## src/rtl/pong_pkg.sv

```systemverilog
// Shared encodings for the Pong controller: game states, custom-instruction
// opcodes, status codes and power-on colour masks.
package pong_pkg;

    typedef enum logic [2:0] {
        ST_MENU  = 3'd0,
        ST_SERVE = 3'd1,
        ST_PLAY  = 3'd2,
        ST_PAUSE = 3'd3,
        ST_OVER  = 3'd4
    } state_e;

    localparam logic [3:0] OP_READ   = 4'd0;
    localparam logic [3:0] OP_PADDLE = 4'd1;
    localparam logic [3:0] OP_START  = 4'd2;
    localparam logic [3:0] OP_PAUSE  = 4'd3;
    localparam logic [3:0] OP_COLOUR = 4'd4;

    localparam logic [31:0] RESULT_BAD_OP = 32'hFFFF_FFFF;
    localparam logic [31:0] RESULT_REJECT = 32'h0000_0001;

    // Per-channel {R,G,B} masks, replicated to COLOR_W bits by the controller.
    localparam logic [2:0] FG_RESET_MASK = 3'b101;
    localparam logic [2:0] BG_RESET_MASK = 3'b001;

    function automatic logic [3:0] status_code(input state_e s);
        return {1'b0, s};
    endfunction

endpackage

```

## src/rtl/pong_ci_decode.sv

```systemverilog
// Custom-instruction front end: start/done handshake, opcode strobes and the
// registered result mux. A command executes on the edge that accepts it.
module pong_ci_decode
    import pong_pkg::*;
#(
    parameter int Y_W = 9
) (
    input  logic           clk_i,
    input  logic           rst_ni,
    input  logic           clk_en_i,
    input  logic           start_i,
    input  logic [3:0]     opcode_i,
    input  logic [3:0]     status_i,
    input  logic [19:0]    scores_i,
    input  logic           paddle_ok_i,
    input  logic [Y_W-1:0] paddle_y_i,
    output logic           fire_paddle_o,
    output logic           fire_start_o,
    output logic           fire_pause_o,
    output logic           fire_colour_o,
    output logic [31:0]    result_o,
    output logic           done_o
);

    logic        done_q, done_d;
    logic [31:0] result_q, result_d;
    logic        fire;

    // The cycle in which done is high counts as pending, so a start held
    // across it is not taken as a second command.
    assign fire = start_i & clk_en_i & ~done_q;

    assign fire_paddle_o = fire && (opcode_i == OP_PADDLE);
    assign fire_start_o  = fire && (opcode_i == OP_START);
    assign fire_pause_o  = fire && (opcode_i == OP_PAUSE);
    assign fire_colour_o = fire && (opcode_i == OP_COLOUR);

    always_comb begin
        done_d   = fire;
        result_d = result_q;
        if (fire) begin
            case (opcode_i)
                OP_READ:   result_d = {status_i, 8'b0, scores_i};
                OP_PADDLE: result_d = paddle_ok_i ? {{(32-Y_W){1'b0}}, paddle_y_i}
                                                  : RESULT_REJECT;
                OP_START,
                OP_PAUSE,
                OP_COLOUR: result_d = 32'h0;
                default:   result_d = RESULT_BAD_OP;
            endcase
        end
    end

    always_ff @(posedge clk_i or negedge rst_ni) begin
        if (!rst_ni) begin
            done_q   <= 1'b0;
            result_q <= 32'h0;
        end else begin
            done_q   <= done_d;
            result_q <= result_d;
        end
    end

    assign done_o   = done_q;
    assign result_o = result_q;

endmodule

```

## src/rtl/pong_game_ctrl.sv

```systemverilog
// Pong controller: game-state FSM, two-player scoring, clamped paddle
// registers and the registered VGA colour mux, driven by custom instructions.
module pong_game_ctrl
    import pong_pkg::*;
#(
    parameter int N_PADDLES = 2,
    parameter int Y_W       = 9,
    parameter int Y_MAX     = 479,
    parameter int PADDLE_H  = 60,
    parameter int SCORE_W   = 4,
    parameter int WIN_SCORE = 3,
    parameter int SERVE_FR  = 60,
    parameter int N_LAYERS  = 4,
    parameter int COLOR_W   = 1
) (
    input  logic                     CLK,
    input  logic                     resentinho,
    input  logic                     clk_en,
    input  logic                     start,
    input  logic [31:0]              dataa,
    input  logic [31:0]              datab,
    output logic [31:0]              result,
    output logic                     done,
    input  logic                     pix_stb,
    input  logic                     frame_tick,
    input  logic                     active,
    input  logic [N_LAYERS-1:0]      layer_hit,
    input  logic                     miss_l,
    input  logic                     miss_r,
    output logic [N_PADDLES*Y_W-1:0] paddle_y,
    output logic [N_PADDLES-1:0]     paddle_upd,
    output logic                     game_en,
    output logic                     ball_run,
    output logic [COLOR_W-1:0]       vga_r,
    output logic [COLOR_W-1:0]       vga_g,
    output logic [COLOR_W-1:0]       vga_b
);

    localparam int               CNT_W   = $clog2(SERVE_FR + 1);
    localparam int               CW3     = 3 * COLOR_W;
    localparam int               SC_PAD  = 20 - 2 * SCORE_W;
    localparam logic [Y_W-1:0]   Y_LIMIT = Y_W'(Y_MAX + 1 - PADDLE_H);
    localparam logic [Y_W-1:0]   Y_RESET = Y_W'((Y_MAX + 1 - PADDLE_H) / 2);
    localparam logic [SCORE_W-1:0] WIN   = SCORE_W'(WIN_SCORE);
    localparam logic [CW3-1:0]   FG_RESET = {{COLOR_W{FG_RESET_MASK[2]}},
                                             {COLOR_W{FG_RESET_MASK[1]}},
                                             {COLOR_W{FG_RESET_MASK[0]}}};
    localparam logic [CW3-1:0]   BG_RESET = {{COLOR_W{BG_RESET_MASK[2]}},
                                             {COLOR_W{BG_RESET_MASK[1]}},
                                             {COLOR_W{BG_RESET_MASK[0]}}};

    function automatic logic [SCORE_W-1:0] sat_inc(input logic [SCORE_W-1:0] s);
        return (s >= WIN) ? WIN : s + SCORE_W'(1);
    endfunction

    state_e               state_q, state_d;
    logic [CNT_W-1:0]     serve_cnt_q, serve_cnt_d;
    logic [SCORE_W-1:0]   score0_q, score0_d, score1_q, score1_d;
    logic [Y_W-1:0]       pad_q [N_PADDLES];
    logic [N_PADDLES-1:0] upd_q, upd_d;
    logic [CW3-1:0]       fg_q, fg_d, bg_q, bg_d, pix_q, pix_d;

    logic           fire_paddle, fire_start, fire_pause, fire_colour;
    logic [3:0]     paddle_idx;
    logic [Y_W-1:0] paddle_raw, paddle_clamp;
    logic           paddle_ok;
    logic           layer_any;
    logic           unused_bits;

    assign unused_bits = ^{dataa, datab};

    assign paddle_idx   = dataa[27:24];
    assign paddle_raw   = dataa[Y_W-1:0];
    assign paddle_clamp = (paddle_raw > Y_LIMIT) ? Y_LIMIT : paddle_raw;
    assign paddle_ok    = (paddle_idx < 4'(N_PADDLES)) &&
                          (state_q == ST_SERVE || state_q == ST_PLAY);

    pong_ci_decode #(
        .Y_W (Y_W)
    ) u_decode (
        .clk_i         (CLK),
        .rst_ni        (resentinho),
        .clk_en_i      (clk_en),
        .start_i       (start),
        .opcode_i      (dataa[31:28]),
        .status_i      (status_code(state_q)),
        .scores_i      ({{SC_PAD{1'b0}}, score1_q, score0_q}),
        .paddle_ok_i   (paddle_ok),
        .paddle_y_i    (paddle_clamp),
        .fire_paddle_o (fire_paddle),
        .fire_start_o  (fire_start),
        .fire_pause_o  (fire_pause),
        .fire_colour_o (fire_colour),
        .result_o      (result),
        .done_o        (done)
    );

    always_comb begin
        state_d     = state_q;
        serve_cnt_d = serve_cnt_q;
        score0_d    = score0_q;
        score1_d    = score1_q;
        case (state_q)
            ST_MENU, ST_OVER: begin
                if (fire_start) begin
                    state_d     = ST_SERVE;
                    serve_cnt_d = '0;
                    score0_d    = '0;
                    score1_d    = '0;
                end
            end
            ST_SERVE: begin
                if (frame_tick) begin
                    if (serve_cnt_q == CNT_W'(SERVE_FR - 1)) begin
                        state_d     = ST_PLAY;
                        serve_cnt_d = '0;
                    end else begin
                        serve_cnt_d = serve_cnt_q + CNT_W'(1);
                    end
                end
            end
            ST_PLAY: begin
                // A miss outranks a pause command arriving in the same cycle;
                // a simultaneous double miss is a void rally.
                if (miss_l || miss_r) begin
                    state_d     = ST_SERVE;
                    serve_cnt_d = '0;
                    if (miss_r && !miss_l) begin
                        score0_d = sat_inc(score0_q);
                        if (score0_d == WIN) state_d = ST_OVER;
                    end else if (miss_l && !miss_r) begin
                        score1_d = sat_inc(score1_q);
                        if (score1_d == WIN) state_d = ST_OVER;
                    end
                end else if (fire_pause) begin
                    state_d = ST_PAUSE;
                end
            end
            ST_PAUSE: begin
                if (fire_pause) state_d = ST_PLAY;
            end
            default: state_d = ST_MENU;
        endcase
    end

    always_comb begin
        upd_d = '0;
        if (fire_paddle && paddle_ok) upd_d = N_PADDLES'(1) << paddle_idx;
    end

    // The menu layer only shows on the menu and game-over screens.
    assign layer_any = (|layer_hit[N_LAYERS-1:1]) ||
                       (layer_hit[0] && (state_q == ST_MENU || state_q == ST_OVER));

    always_comb begin
        fg_d  = fg_q;
        bg_d  = bg_q;
        pix_d = pix_q;
        if (fire_colour) begin
            fg_d = datab[CW3-1:0];
            bg_d = datab[16 +: CW3];
        end
        if (pix_stb) begin
            if (!active)        pix_d = '0;
            else if (layer_any) pix_d = fg_q;
            else                pix_d = bg_q;
        end
    end

    always_ff @(posedge CLK or negedge resentinho) begin
        if (!resentinho) begin
            state_q     <= ST_MENU;
            serve_cnt_q <= '0;
            score0_q    <= '0;
            score1_q    <= '0;
            upd_q       <= '0;
            fg_q        <= FG_RESET;
            bg_q        <= BG_RESET;
            pix_q       <= '0;
            for (int i = 0; i < N_PADDLES; i++) pad_q[i] <= Y_RESET;
        end else begin
            state_q     <= state_d;
            serve_cnt_q <= serve_cnt_d;
            score0_q    <= score0_d;
            score1_q    <= score1_d;
            upd_q       <= upd_d;
            fg_q        <= fg_d;
            bg_q        <= bg_d;
            pix_q       <= pix_d;
            for (int i = 0; i < N_PADDLES; i++) begin
                if (upd_d[i]) pad_q[i] <= paddle_clamp;
            end
        end
    end

    for (genvar g = 0; g < N_PADDLES; g++) begin : g_pad_out
        assign paddle_y[g*Y_W +: Y_W] = pad_q[g];
    end

    assign paddle_upd = upd_q;
    assign game_en    = (state_q == ST_SERVE) || (state_q == ST_PLAY);
    assign ball_run   = (state_q == ST_PLAY);
    assign vga_r      = pix_q[2*COLOR_W +: COLOR_W];
    assign vga_g      = pix_q[COLOR_W +: COLOR_W];
    assign vga_b      = pix_q[0 +: COLOR_W];

endmodule

```

## config.mk

```make
export PLATFORM = sky130hd
export DESIGN_NAME = pong_game_ctrl
export DESIGN_NICKNAME = d
export VERILOG_FILES = /design/src/rtl/pong_pkg.sv /design/src/rtl/pong_ci_decode.sv /design/src/rtl/pong_game_ctrl.sv
export SDC_FILE = /design/constraint.sdc
export NUM_CORES = 1
export LEC_CHECK = 0
export CORE_MARGIN = 2
export CORE_UTILIZATION = 44
export DETAILED_ROUTE_END_ITERATION = 8
export PLACE_DENSITY = 0.8
export SLEW_MARGIN = 40
export SYNTH_ARGS = -nofsm -noshare
export SYNTH_HDL_FRONTEND = slang
export SYNTH_HIERARCHICAL = 1
export SYNTH_SLANG_ARGS = --single-unit
```

## constraint.sdc

```tcl
create_clock -name CLK -period 3 [get_ports CLK]
set_input_delay 0.6 -clock CLK [delete_from_list [all_inputs] [get_ports CLK]]
set_output_delay 0.6 -clock CLK [all_outputs]
set_load 0.01 [all_outputs]
```

* Yosys cells after proc, flatten, opt, wreduce, memory -nomap -nowiden
Cells that the tools add are included.
Widths: inputs -> output; s select.
** Word-level totals
- Flip-flop bits (word level) :: 79
- Bits in latches :: 0
- Memory bits (writable) :: 0
- Bits in read-only memories :: 0
- Output and inout port bits :: 58
- Logic and storage cells :: 101
- Memories kept :: 0
** Cells by class
- $add $sub $neg :: 3
- $mul :: 0
- Divide/modulo/power cells :: 0
- Magnitude comparators :: 4
- Equality and inequality tests :: 20
- Shift operators :: 1
- Mux-type cells :: 32
- Bitwise operators :: 3
- Reduce and logical (&&, ||, !) cells :: 26
** Operators with widths (number)
- $pmux 32 s3 :: 1
- $mux 3 :: 12
- $mux 4 :: 8
- $mux 6 :: 4
- $mux 9 :: 2
- $pmux 6 s3 :: 1
- $eq 4x2->1 const B :: 4
- $pmux 4 s2 :: 2
- $pmux 3 s4 :: 1
- $reduce_and 5->1 :: 2
- $gt 9x9->1 const B :: 1
- $logic_and 1x1->1 :: 9
- $add 4x1->4 const B :: 2
- $ge 4x2->1 const B :: 2
- $ne 2x1->1 const B :: 4
- $ne 2x2->1 const B :: 4
- $reduce_and 4->1 :: 2
- $add 6x1->6 const B :: 1
- $eq 3x2->1 const B :: 2
- $eq 6x6->1 const B :: 1
- $reduce_or 3->1 :: 2
- $eq 4x1->1 const B :: 1
- $eq 4x3->1 const B :: 1
- $logic_not 4->1 :: 1
- 14 further kinds :: 19

* Logic depth before layout (Yosys ltp)
Gate-level depths: netlist of run 1.
- Word-level depth :: 8
- Gate-level depth with buffers :: 9
- Depth with buffers taken out :: 8

* By module
Netlist of run 1, hierarchy kept.
** By module, submodules not included
- pong_game_ctrl :: instances 1, cells each 217, area an instance 2214.6 um2, seq. area each 1164.9 um2
- pong_ci_decode :: instances 1, cells each 140, area an instance 1266.2 um2, seq. area each 650.6 um2

* Worst setup path after synthesis of run 1
OpenSTA, ideal clock, no wires.
- Path type :: input port to flip-flop
- Start point :: input port clk_en
- End point :: register pad_q (netlist bit paddle_y[2])
- Data arrival time :: 2178 ps
- Required time :: 2872 ps
- Setup slack :: 694 ps
- Stages :: 8
- Path buffers :: 2
- Path through :: nand3b_1 > clkinv_1 > clkbuf_1 > and2_1 > or4b_1 > buf_4 > clkinv_4 > mux2_1
** Between the ends
- Cells in the longest elaborated chain, start to end :: 5
** Ends and longest elaborated chain
- from (decl) :: line pong_game_ctrl.sv:18 : input logic clk_en,
- $and 1x1->1 (2 in a row) :: line pong_ci_decode.sv:31 : assign fire = start_i & clk_en_i & ~done_q;
- $logic_and 1x1->1 :: line pong_ci_decode.sv:33 : assign fire_paddle_o = fire && (opcode_i == OP_PADDLE);
- net fire_paddle :: line pong_game_ctrl.sv:63 : logic fire_paddle, fire_start, fire_pause, fire_colour;
- $logic_and 1x1->1 :: line pong_game_ctrl.sv:148 : if (fire_paddle && paddle_ok) upd_d = N_PADDLES'(1) << paddle_idx;
- $mux 2 :: line pong_game_ctrl.sv:148
- net upd_d[0] :: line pong_game_ctrl.sv:60 : logic [N_PADDLES-1:0] upd_q, upd_d;
- to (signal, indexed assignment) :: line pong_game_ctrl.sv:191 : if (upd_d[i]) pad_q[i] <= paddle_clamp;
- to (decl) :: line pong_game_ctrl.sv:59 : logic [Y_W-1:0] pad_q [N_PADDLES];
The timed path passes the listed nets, and every way through them passes these cells.
A chain may end at the register's enable or synchronous reset.

* Worst setup path after layout of run 1
- Start point :: register state_q[1]
- End point :: output port game_en
** Between the ends
- Cells in the longest elaborated chain, start to end :: 2
- Elaborated cells between the ends (all ways) :: 3
** Ends and longest elaborated chain
- from (decl) :: line pong_game_ctrl.sv:56 : state_e state_q, state_d;
- from (signal assigned) :: line pong_game_ctrl.sv:182 : state_q <= state_d;
- $eq 3x1->1 / $eq 3x2->1 (equally long branches) :: line pong_game_ctrl.sv:201 : assign game_en = (state_q == ST_SERVE) || (state_q == ST_PLAY);
- $logic_or 1x1->1 * :: line pong_game_ctrl.sv:201
- to (decl) :: line pong_game_ctrl.sv:32 : output logic game_en,
Mark *: on every way between the ends. The rest lies on a longest branch, timed or not.

==> results of run 1 <==
## report_power, final
part	internal [W]	switching [W]	total (W)
registers	0.00108	0.0000747	0.00116
clock network	0.000472	0.000368	0.000841
logic	0.000336	0.000307	0.000644
## layout by cell type (no fill, tap or decap), types with 3 or more instances in the layout
cell	count
nand2_1	56
dfstp_2	11
o22ai_1	5
clkbuf_8	9
nor2b_1	8
dfrtp_1	61
inv_1	17
nand3_1	6
a21oi_1	11
o31ai_1	7
a31oi_1	34
nor3_1	3
clkdlybuf4s50_1	92
mux2_2	13
buf_4	15
o21ai_0	11
conb_1	13
ha_1	3
mux2i_1	3
nand2b_1	7
nor2_1	34
## routing by layer
metal	up-vias	track usage, %	wire length (um)
met1	1410	26.4	3560
met4	0	6.50	99
met2	82	32.6	3960
li1	1443	-	-
met3	11	3.42	370
met5	-	0	0
## critical path, delay by kind of cell, from the launching register on
family	cells	cell delay (ns)
simple gates	2	0.66
buf+inv	1	0.54
flops	1	0.52
## final timing paths
| check | to | slack, ns |
|---|---|---|
| max | game_en | 0.34 |
| min | paddle_y[14] | 0.13 |
| max reg2reg | paddle_y[0] | 0.83 |
| min reg2reg | paddle_y[4] | 0.48 |
| max in group asynchronous | bg_q[0] | 2.12 |
| min in group CLK | paddle_y[4] | 0.48 |
## cells in the mapped netlist, drive strengths merged
cell type	instances	area share (%)
dfrtp	61	44
nand2	56	6.0
nor2	35	3.8
a31oi	34	6.1
inv	17	1.8
o21ai	15	2.4
buf	14	3.1
mux2	14	4.5
clkbuf	12	1.3
a21oi	11	1.6
dfstp	11	8.3
nor2b	8	1.4
nand2b	7	1.3
o31ai	7	1.5
nand3	6	0.86
o22ai	5	0.90
ha	3	1.1
mux2i	3	0.86
nor3	3	0.43
or4	3	0.75
a21boi	2	0.43
and3	2	0.36
clkinv	2	0.36
nand3b	2	0.43
nor3b	2	0.43
nor4	2	0.79
o21a	2	0.43
or4b	2	0.58
a2111o	1	0.32
a211oi	1	0.22
a22oi	1	0.22
a41oi	1	0.25
and2	1	0.18
and2b	1	0.22
conb	1	0.11
nand4	1	0.18
nand4bb	1	0.32
nor4b	1	0.68
nor4bb	1	0.29
o211ai	1	0.22
o21ba	1	0.29
o31a	1	0.25
or3b	1	0.25
xnor2	1	0.25
## registers in the layout, indices dropped and copies added (netlist names)
| name | count |
|---|---|
| bg_q | 3 |
| fg_q | 3 |
| paddle_upd | 2 |
| paddle_y | 18 |
| pix_q | 3 |
| score0_q | 4 |
| score1_q | 4 |
| serve_cnt_q | 6 |
| state_q | 3 |
| u_decode/done_o | 1 |
| u_decode/result_o | 25 |
## metrics by stage
step	setup WS [ns]	utilization (%)	instance area (um2)	total power [W]	hold WS (ns)
2_1_floorplan	0.694	-	3530	0.00149	0.304
3_3_place_gp	0.294	59.3	4560	0.00179	0.453
3_5_place_dp	0.225	59.3	4560	0.00182	0.466
4_1_cts	0.332	62.2	4780	0.00266	0.327
5_1_grt	0.227	62.5	4810	0.00279	0.135
6_report	0.341	62.5	4810	0.00264	0.129
## layout make-up
type,instances,share of cell area (%)
clock buffer,10,2.65
clock inverter,6,1.93
inverter,19,1.59
multi-input combinational,252,30.8
sequential,72,37.8
tap,102,2.65
timing repair buffer,110,22.6
## cell families (layout without fill, tap and decap cells)
| logic type | count (synthesis) | after routing |
|---|---|---|
| simple gates | 135 | 135 |
| buf+inv | 45 | 145 |
| fa+ha+maj | 3 | 3 |
| xor+xnor | 1 | 1 |
| compound gates | 83 | 83 |
| other cells | 1 | 13 |
| mux | 17 | 17 |
| flops | 72 | 72 |
==> impl_metrics.ini, run 1 <==
[grt]
antenna_found_initial = 0
grt_max_degree = 41
overflow = 0
grt_pass1_wl_mm = 13.6
grt_use_total_pct = 19.7
first_global_vias = 2867

[placed_design]
io_buffers = 93
place.gp.congestion = 0.857
dp.cells = 554
dp_hpwl_mm = 6.01

[sta]
finalCritPeriodShare_pct = 88.6
setup-tns-final_ns = 0
max_clock_freq_mhz = 376
worst_slew_pin_slew_ns = 0.594
slew_headroom_pct = 59.9
hold_viol = 0
finalSetupViolations = 0
drv_slew = 0
rsz0062_at_grt = no
post-route-min-period_ns = 2.66
fin_worst_skew_ns = 0.00945

[floorplan]
rows = 32
dieHeight_um = 92.9
coreArea_um2 = 7690
dieWidth_um = 92.9
io_pins = 135
initial_utilization_pct = 45.3
dieArea_um2 = 8640

[synthesis]
syn-instance-count = 357
synth_simple_gate_area_share_pct = 19.3
synth_xor_area_share_pct = 0.252
synth_top_family_by_area = simple AND/OR/NAND/NOR gates
synth-seq-area-share_pct = 52.2
synth_cell_type_count = 55
synth_fa_ha_area_share_pct = 1.08
synth_compound_area_share_pct = 15.1
ys_warn_count = 6
synth_area_um2 = 3480
synth_mux_area_share_pct = 5.39
syn_avg_cell_area_um2 = 9.75
ys_ff_latch = 72

[status]
outcome = completed

[cts]
cts_buffer_depth = 2
numClockSinks = 72
numCtsBuffers = 9
root_buffer = clkbuf_8
postCtsSetupBuffers = 0
clk_latency_ns = 0.35
h-tree-depth = 3
cts_tree = done
cts_hold_buf = 0
cts_repair_resize_count = 0
clk_pin_slew_ns = 0.08

[run]
cap_violations = 0

[drt]
drc_errors = 0
drt_first_pass_iters = 4
drtIter0Drc = 107
vias_per_cell = 5.16
vias = 2946
wire_per_inst_um = 14.0
ant_nets = 0
wirelength_mm = 7.98

[worst_setup_path]
r2r_start = state_q[2]
arrival_ns = 2.06
rr_worst_depth = 4
crit_path_start = state_q[1]
slowest_stage = or3b_2
critPathKind = flip-flop to output pin
worstSetupEndpointType = output pin
cp-start-kind = flip-flop
critPathMaxFanout = 12
worstPathCellList = or3b_2 > nand2_1 > clkdlybuf4s50_1
max_stage_delay_ns = 0.56
critical_path_required_ns = 2.40

[pwr]
p_leak_nw = 2.03
peakVddDrop_uv = 307
power.density_nw_per_um2 = 549

[final_layout]
syn2layout_area_growth_pct = 38.1
final_cells = 571
multi_input_area_um2 = 1480
antenna_cells = 0
regArea_um2 = 1820
drive_above_1_share_pct = 14.3
fillers = 659
finalNetCount = 544

[worst_hold_path]
hold_class = primary input to async pin
Note: power is estimated with default switching activity, not from simulation.
==> run 2: changes to the inputs <==
CTS_CLUSTER_SIZE = 20   (was unset)
==> results of run 2 <==
The final DEF is identical to that of run 1; final timing and power are the same.
